$ cat src/rtl/pe_inst_sequencer_pkg.sv
`default_nettype none
// ============================================================================
// Module   : pe_inst_sequencer_pkg
// Brief    : Operand namespace indices, sequencer state encoding and the
//            operand-pop bit helper shared by the PE sequencer and PU arbiter.
// Revision : 1.0 - initial release
// ============================================================================
package pe_inst_sequencer_pkg;

    localparam int NAMESPACE_NULL      = 0;
    localparam int NAMESPACE_IMMEDIATE = 1;
    localparam int NAMESPACE_INTERIM   = 2;
    localparam int NAMESPACE_MEMORY    = 3;
    localparam int NAMESPACE_NEIGHBOR  = 4;
    localparam int NAMESPACE_BUS       = 5;

    // Bit positions inside operand_pop = {gb_bus, pe_bus, pu_neigh, pe_neigh}
    localparam int POP_PE_NEIGH = 0;
    localparam int POP_PU_NEIGH = 1;
    localparam int POP_PE_BUS   = 2;
    localparam int POP_GB_BUS   = 3;

    typedef enum logic [1:0] {
        SEQ_IDLE  = 2'd0,
        SEQ_FETCH = 2'd1,
        SEQ_ISSUE = 2'd2,
        SEQ_DONE  = 2'd3
    } seq_state_e;

    function automatic logic [3:0] pop_select(input logic is_neigh,
                                              input logic is_bus,
                                              input logic index_lsb);
        logic [3:0] r;
        r               = '0;
        r[POP_PE_NEIGH] = is_neigh & ~index_lsb;
        r[POP_PU_NEIGH] = is_neigh &  index_lsb;
        r[POP_PE_BUS]   = is_bus   & ~index_lsb;
        r[POP_GB_BUS]   = is_bus   &  index_lsb;
        return r;
    endfunction

endpackage
`default_nettype wire

$ cat src/rtl/pe_operand_pop.sv
`default_nettype none
// ============================================================================
// Module   : pe_operand_pop
// Brief    : Combinational map from the two source namespace decodes to the
//            neighbour/bus operand registers they consume.
// Revision : 1.0 - initial release
// ============================================================================
module pe_operand_pop
    import pe_inst_sequencer_pkg::*;
#(
    parameter int SRC_NUM = 3
) (
    input  logic [(1<<SRC_NUM)-1:0] src0_decoder_out,
    input  logic [(1<<SRC_NUM)-1:0] src1_decoder_out,
    input  logic                    src0_index_lsb,
    input  logic                    src1_index_lsb,
    output logic [3:0]              operand_pop
);

    // Only the neighbour and bus namespaces own poppable registers
    logic w_unused_dec;
    assign w_unused_dec = ^{src0_decoder_out, src1_decoder_out};

    // OR merge: a register named by both sources is consumed once
    assign operand_pop =
        pop_select(src0_decoder_out[NAMESPACE_NEIGHBOR],
                   src0_decoder_out[NAMESPACE_BUS], src0_index_lsb) |
        pop_select(src1_decoder_out[NAMESPACE_NEIGHBOR],
                   src1_decoder_out[NAMESPACE_BUS], src1_index_lsb);

endmodule
`default_nettype wire

$ cat src/rtl/pe_inst_sequencer.sv
`default_nettype none
// ============================================================================
// Module   : pe_inst_sequencer
// Brief    : Per-PE instruction issue controller: steps instruction memory,
//            holds on operand stall, repeats the program, pulses done.
//            Optional stall/issue counters under PE_SEQ_STALL_PERF_EN.
// Revision : 1.0 - initial release
// ============================================================================
module pe_inst_sequencer
    import pe_inst_sequencer_pkg::*;
#(
    parameter int INST_ADDR_LEN = 8,
    parameter int ITER_LEN      = 16,
    parameter int SRC_NUM       = 3
) (
    input  logic                     clk,
    input  logic                     rstn,
    input  logic                     start,
    input  logic [INST_ADDR_LEN-1:0] last_inst_addr,
    input  logic [ITER_LEN-1:0]      num_iter,
    output logic [INST_ADDR_LEN-1:0] inst_addr,
    output logic                     inst_rd_en,
    output logic                     inst_valid,
    input  logic                     inst_stall_comp,
    input  logic [(1<<SRC_NUM)-1:0]  src0_decoder_out,
    input  logic [(1<<SRC_NUM)-1:0]  src1_decoder_out,
    input  logic                     src0_index_lsb,
    input  logic                     src1_index_lsb,
    output logic                     inst_issue,
    output logic [3:0]               operand_pop,
    output logic                     busy,
`ifdef PE_SEQ_STALL_PERF_EN
    output logic [31:0]              stall_cycles,
    output logic [31:0]              issue_count,
`endif
    output logic                     done
);

    seq_state_e               state_q, state_d;
    logic [INST_ADDR_LEN-1:0] pc_q, pc_d;
    logic [INST_ADDR_LEN-1:0] last_q, last_d;
    logic [ITER_LEN-1:0]      iter_q, iter_d;
    logic [ITER_LEN-1:0]      niter_q, niter_d;
    logic [3:0]               w_pop;

    always_ff @(posedge clk) begin
        if (!rstn) begin
            state_q <= SEQ_IDLE;
            pc_q    <= '0;
            last_q  <= '0;
            iter_q  <= '0;
            niter_q <= '0;
        end else begin
            state_q <= state_d;
            pc_q    <= pc_d;
            last_q  <= last_d;
            iter_q  <= iter_d;
            niter_q <= niter_d;
        end
    end

    always_comb begin
        state_d    = state_q;
        pc_d       = pc_q;
        last_d     = last_q;
        iter_d     = iter_q;
        niter_d    = niter_q;
        inst_addr  = '0;
        inst_rd_en = 1'b0;
        inst_valid = 1'b0;
        inst_issue = 1'b0;
        busy       = 1'b0;
        done       = 1'b0;
        case (state_q)
            SEQ_IDLE: begin
                if (start) begin
                    last_d  = last_inst_addr;
                    niter_d = (num_iter == '0) ? ITER_LEN'(1) : num_iter;
                    pc_d    = '0;
                    iter_d  = '0;
                    state_d = SEQ_FETCH;
                end
            end
            SEQ_FETCH: begin
                inst_rd_en = 1'b1;
                busy       = 1'b1;
                state_d    = SEQ_ISSUE;
            end
            SEQ_ISSUE: begin
                inst_rd_en = 1'b1;
                inst_valid = 1'b1;
                busy       = 1'b1;
                inst_addr  = pc_q;
                if (!inst_stall_comp) begin
                    inst_issue = 1'b1;
                    // Present pc+1 now so the next word is ready with no bubble
                    if (pc_q != last_q) begin
                        pc_d      = pc_q + INST_ADDR_LEN'(1);
                        inst_addr = pc_d;
                    end else if (iter_q != niter_q - ITER_LEN'(1)) begin
                        iter_d  = iter_q + ITER_LEN'(1);
                        pc_d    = '0;
                        state_d = SEQ_FETCH;
                    end else begin
                        state_d = SEQ_DONE;
                    end
                end
            end
            SEQ_DONE: begin
                done    = 1'b1;
                state_d = SEQ_IDLE;
            end
            default: state_d = SEQ_IDLE;
        endcase
    end

    pe_operand_pop #(
        .SRC_NUM (SRC_NUM)
    ) u_operand_pop (
        .src0_decoder_out (src0_decoder_out),
        .src1_decoder_out (src1_decoder_out),
        .src0_index_lsb   (src0_index_lsb),
        .src1_index_lsb   (src1_index_lsb),
        .operand_pop      (w_pop)
    );

    assign operand_pop = inst_issue ? w_pop : 4'b0000;

`ifdef PE_SEQ_STALL_PERF_EN
    logic [31:0] stall_cnt_q;
    logic [31:0] issue_cnt_q;
    logic        w_start_accept;
    logic        w_stall_cycle;

    assign w_start_accept = (state_q == SEQ_IDLE) && start;
    assign w_stall_cycle  = (state_q == SEQ_ISSUE) && inst_stall_comp;

    always_ff @(posedge clk) begin
        if (!rstn || w_start_accept) begin
            stall_cnt_q <= '0;
            issue_cnt_q <= '0;
        end else begin
            if (w_stall_cycle && !(&stall_cnt_q))
                stall_cnt_q <= stall_cnt_q + 32'd1;
            if (inst_issue && !(&issue_cnt_q))
                issue_cnt_q <= issue_cnt_q + 32'd1;
        end
    end

    assign stall_cycles = stall_cnt_q;
    assign issue_count  = issue_cnt_q;
`else
    // Counters and their ports are absent in this build
`endif

endmodule
`default_nettype wire
$ cat config.mk
export PLATFORM = sky130hd
export DESIGN_NAME = pe_inst_sequencer
export DESIGN_NICKNAME = d
export VERILOG_FILES = /design/src/rtl/pe_inst_sequencer_pkg.sv /design/src/rtl/pe_operand_pop.sv /design/src/rtl/pe_inst_sequencer.sv
export SDC_FILE = /design/constraint.sdc
export NUM_CORES = 1
export LEC_CHECK = 0
export BUFFER_PORTS_ARGS = -buffer_cell sky130_fd_sc_hd__buf_4
export CAP_MARGIN = 20
export CELL_PAD_IN_SITES_DETAIL_PLACEMENT = 2
export CELL_PAD_IN_SITES_GLOBAL_PLACEMENT = 2
export CORE_ASPECT_RATIO = 1.75
export CORE_MARGIN = 10
export CORE_UTILIZATION = 30
export CTS_BUF_LIST = sky130_fd_sc_hd__clkbuf_8
export DETAILED_ROUTE_END_ITERATION = 10
export GPL_ROUTABILITY_DRIVEN = 0
export MAX_ROUTING_LAYER = met4
export PLACE_DENSITY_LB_ADDON = 0.1
export SYNTH_ARGS = -nofsm -noshare
export SYNTH_HDL_FRONTEND = slang
export SYNTH_HIERARCHICAL = 1
export SYNTH_SLANG_ARGS = --single-unit
export TNS_END_PERCENT = 20
$ cat constraint.sdc
create_clock -name clk -period 3 [get_ports clk]
set_input_delay 0.15 -clock clk [delete_from_list [all_inputs] [get_ports clk]]
set_output_delay 0.15 -clock clk [all_outputs]
set_load 0.05 [all_outputs]
After elaboration in Yosys (flattened, before gate mapping)
Index checks and enable logic that the tools add are counted.
- register bits after elaboration: 50
- bits of input ports: 46
- add/subtract/negate cells: 3
- eq/ne operators: 10
- mux-type cells: 25
- bitwise gates (word level): 11
- reduce and logical (&&, ||, !) cells: 8
- operators by type and width (kind ; count):
    $mux 16 ; 5
    $mux 8 ; 7
    $pmux 16 s2 ; 1
    $add 16x1->16 const B ; 1
    $logic_not 16->1 ; 1
    $ne 16x16->1 ; 1
    $pmux 8 s2 ; 1
    $sub 16x1->16 const B ; 1
    $add 8x1->8 const B ; 1
    $and 1x1->1 ; 8
    $mux 2 ; 4
    $ne 2x2->1 const B ; 4
    $ne 8x8->1 ; 1
    $pmux 2 s4 ; 1
    $mux 1 ; 5
    $reduce_and 5->1 ; 1
    $eq 2x2->1 const B ; 2
    $mux 4 ; 1
    $or 4x4->4 ; 1
    $reduce_and 4->1 ; 1
    $ne 3x3->1 const B ; 1
    $reduce_and 3->1 ; 1
    $eq 2x1->1 const B ; 1
    $logic_not 2->1 ; 1
    4 further kinds ; 5

Depth between registers and ports, before layout
- depth in word-level cells: 6
- gate-level depth with buffers: 13
- mapped depth without buffers: 10

Hierarchy
The synthesis kept the hierarchy.
- by module, submodules not included (module ; times used ; cells each ; area each (sq um) ; sequential area each (sq um)):
    pe_inst_sequencer ; 1 ; 397 ; 3160.5 ; 1001.0
    pe_operand_pop ; 1 ; 8 ; 45.0 ; 0.0

Worst setup path before layout
OpenSTA, ideal clock, no wires.
- path kind: flip-flop to flip-flop
- start point: register state_q[0]
- end point: register iter_q[12]
- setup time: 59 ps
- data arrival time: 3238 ps
- required time: 2941 ps
- slack: -297 ps
- stages on the path, launching flop included: 10
- path buffers: 1
- period minus slack after synthesis: 3297 ps
- path through: dfxtp_1 inv_1 ha_1 nor2b_1 o21ai_0 nor2_1 o21ai_2 buf_6 or4_1 nand2_1
- cells in the longest elaborated chain, start to end: 3
- elaborated cells between the ends (all ways): 9
- classes of those cells: eq/ne (5); mux (1); reduce/logical (3)
- ends and longest elaborated chain (what ; RTL line ; RTL):
    from (decl) ; pe_inst_sequencer.sv:39 ; seq_state_e state_q, state_d;
    from (signal assigned) ; pe_inst_sequencer.sv:54 ; state_q <= state_d;
    $eq 2x2->1 / $logic_not 2->1 (equally long branches) ; pe_inst_sequencer.sv:74 ; case (state_q)
    $ne 2x2->1 (no source line) / $reduce_bool 2->1 (equally long branches) ; n/a ;
    $reduce_and 5->1 (no source line) ; n/a ;
    to (signal assigned) ; pe_inst_sequencer.sv:57 ; iter_q <= iter_d;
    to (decl) ; pe_inst_sequencer.sv:42 ; logic [ITER_LEN-1:0] iter_q, iter_d;
Several ways; a longest one is shown, not always the timed one.
A chain may end at the register's enable or synchronous reset.

Worst setup path after layout
- start point: register niter_q[2]
- end point: register iter_q[15]
- cells in the longest elaborated chain, start to end: 4
- ends and longest elaborated chain (what ; RTL line ; RTL):
    from (decl) ; pe_inst_sequencer.sv:43 ; logic [ITER_LEN-1:0] niter_q, niter_d;
    from (signal assigned) ; pe_inst_sequencer.sv:58 ; niter_q <= niter_d;
    $sub 16x1->16 ; pe_inst_sequencer.sv:100 ; end else if (iter_q != niter_q - ITER_LEN'(1)) begin
    $ne 16x16->1 ; pe_inst_sequencer.sv:100 ;
    $ne 2x2->1 (no source line) ; n/a ;
    $reduce_and 5->1 (no source line) ; n/a ;
No other way between the ends.

==> impl_metrics.json <==
{
  "status": "completed",
  "htree_levels": 2,
  "ios": 63,
  "path_class": "register to register",
  "grt_pass1_wl_mm": 18.26,
  "drtIter0Drc": 49,
  "slew_violations": 0,
  "antenna_cells": 0,
  "power.total_mw": 2.630,
  "cp_cell_sequence": "or4_4 -> or4_4 -> and3_1 -> o31ai_2 -> nand4b_2 -> o21ai_2 -> buf_12 -> or4_1 -> a21oi_1",
  "setup_violations": 0,
  "cts_root_buf": "clkbuf_8",
  "fmax_mhz": 345.9,
  "syn_to_final_growth_pct": 22.25,
  "rows": 49,
  "fin_skew_ps": 6.560,
  "finalNonFillerCells": 587,
  "critPathArrivalTime_ps": 3150,
  "synth_area_mm2": 0.003206,
  "hold_path.class": "input port to register",
  "worst-r2r-setup-slack_ps": 110,
  "async_flop_share_pct": 0,
  "yosysWarnings": 6,
  "cts_tree": "built",
  "yosys.cell_types.count": 58,
  "cp-start-kind": "register",
  "grt_use_total_pct": 14.95,
  "min_period_ps": 2891,
  "cp_slowest_cell": "or4_4",
  "grt_pass1_vias": 3432,
  "dr.pass1.iters": 4,
  "synth_top_area_cell": "dfxtp_1",
  "fin_util_pct": 37.82,
  "hold_viol": 0,
  "grt_setup_unrepaired": "true",
  "die_area_mm2": 0.01538,
  "cts_num_sinks": 50,
  "clk_latency_ps": 320,
  "end_kind": "register",
  "drc": 0,
  "relSlewSlack_pct": 41.62,
  "wire_per_inst_um": 19.00,
  "worstPathRequired_ps": 3260,
  "ant_nets": 0,
  "ir_worst_vdd_v": 0.0003704,
  "cap_violations": 0,
  "core_mm2": 0.01036,
  "cts_setup_buffers": 0,
  "synthTopCellsByArea": "dfxtp_1, nand2_1, a21boi_0",
  "syn-num-nets": 458,
  "synth_top_cell_area_share_pct": 31.23,
  "hpwlAfterDp_mm": 9.056,
  "dp.cells": 579,
  "synth_edf_count": 0,
  "cpPeakStageDelay_ps": 550,
  "grt.overflow.total": 0,
  "yosysSeqAreaShare_pct": 31.23,
  "cpMostUsedCell": "or4_4",
  "numCtsBuffers": 5,
  "die_h_um": 156.7,
  "port_buffers": 50,
  "dr_total_vias": 3139,
  "drive_gt1_share_pct": 21.74,
  "grt_max_degree": 38,
  "period_share_pct": 96.38,
  "p_leak_nw": 1.558,
  "vias_per_cell": 5.348,
  "ys_ff_latch": 50,
  "antenna_found_initial": 0,
  "synth_ff_type": "dfxtp_1",
  "final_nets": 512,
  "synthCells": 405,
  "wl_mm": 11.16,
  "initial_core_util_pct": 30.94,
  "clk_path_buf_depth": 2,
  "pwr_density_cell_mw_per_mm2": 671.3,
  "clk_pin_slew_ps": 110,
  "chipWidth_um": 98.14,
  "worst_slew_pin_slew_ps": 875.7,
  "design_area_mm2": 0.003919,
  "placed_area_mm2": 0.003784,
  "cp_max_fo": 21,
  "synth.avg_cell_area_um2": 7.915
}
final cells by class:
| cell class | instances | area, um2 |
|---|---|---|
| fillers | 1234 | 6442 |
| multi-input cells | 319 | 2062 |
| clock inverters | 3 | 48.80 |
| flip-flops and latches | 50 | 1001 |
| well taps | 127 | 158.9 |
| inverters | 15 | 56.30 |
| repair buffers | 68 | 523.0 |
| clock buffers | 5 | 68.82 |
metrics by stage:
| step | setup slack, ps | TNS, ps | hold slack [ps] |
|---|---|---|---|
| 4_1_cts | 86.18 | 0 | 70.56 |
| 6_report | 108.7 | 0 | 76.93 |
| 3_3_place_gp | 127.4 | 0 | 413.9 |
| 2_1_floorplan | 36.95 | 0 | 294.9 |
| 3_5_place_dp | 107.8 | 0 | 428.5 |
| 5_1_grt | -13.22 | -13.22 | 73.46 |
layout by cell type, fill, tap and decap left out, types with 3 or more instances in the layout:
master,synthesis,layout
nand4b_1,3,3
ha_1,7,7
a21oi_2,5,5
buf_4,1,67
and3_1,6,6
clkbuf_8,0,5
nand4_1,3,3
a21o_1,3,3
a21oi_1,9,9
a41oi_1,3,3
o21ai_1,1,3
nor2b_1,5,4
o21ai_2,5,5
nand3_1,16,16
o22ai_1,3,3
nor4_1,8,8
nand2b_1,4,4
nand2_1,70,70
xnor2_1,10,10
o21ai_0,21,19
nor2_1,10,10
o211ai_1,5,5
and2_1,9,9
o31ai_1,4,4
xor2_1,20,20
or3_1,17,17
a21boi_0,28,28
inv_1,15,15
nor3_1,9,9
or4_1,4,4
dfxtp_1,50,50
repair_timing:
action,4_1_cts,5_1_grt
setup endpoints to repair,0,6
hold buffers,0,0
resized for setup,0,4
sequential cells by signal (all words and copies together), names as in the netlist:
register,count
iter_q,16
last_q,8
niter_q,16
pc_q,8
state_q,2
routing by layer:
layer | GRT usage [%] | vias to the layer above | part of all wire, %
met5 | - | - | 0
met4 | 4.181 | 0 | 1.3
met3 | 2.072 | 8 | 1.9
met2 | 29.94 | 25 | 60
met1 | 14.27 | 1566 | 37
li1 | - | 1540 | -
worst paths after layout:
path | depth (start not counted) | start | end
setup / recovery | 9 | niter_q[2] | iter_q[15]
hold reg to reg | 2 | last_q[1] | last_q[1]
hold / removal | 3 | last_inst_addr[5] | last_q[5]
setup reg to reg | 9 | niter_q[2] | iter_q[15]
cell families (layout without fill, tap and decap cells):
family | count (synthesis) | in the layout | synth area share (%)
simple gates | 175 | 175 | 28.61
compound gates | 104 | 104 | 22.99
flops | 50 | 50 | 31.23
buf+inv | 36 | 91 | 5.074
xor+xnor | 31 | 31 | 8.704
fa+ha+maj | 7 | 7 | 2.732
mux | 2 | 2 | 0.6635
Yosys cell counts, types with 3 or more instances:
cell and n:
and2_1 9, o31ai_1 4, xor2_1 20, o21a_1 3, xnor2_1 10, nand4b_1 3, nand2b_1 4, and3_1 6
or4_1 4, nor3_1 9, nor2b_1 5, nand2_1 70, nor4_1 8, nor2_1 10, ha_1 7, nand4_1 3
o21ai_0 21, a41oi_1 3, o211ai_1 5, dfxtp_1 50, a21oi_2 5, clkbuf_1 16, or3_1 17, a21boi_0 28
a21o_1 3, inv_1 15, o22ai_1 3, a21oi_1 9, o21ai_2 5, nand3_1 16
power breakdown:
part / internal, mW / switching [mW]
Sequential: 0.733 / 0.0768
Combinational: 0.496 / 0.801
Clock: 0.255 / 0.269
Total: 1.48 / 1.15
critical path, delay by kind of cell (launching register included):
| family | cells | cell delay, ps |
|---|---|---|
| buffers and inverters | 1 | 170 |
| AO/OA/AOI/OAI | 3 | 450 |
| AND/OR/NAND/NOR | 5 | 1880 |
| flip-flops | 1 | 330 |
Note: power is estimated with default switching activity, not from simulation.
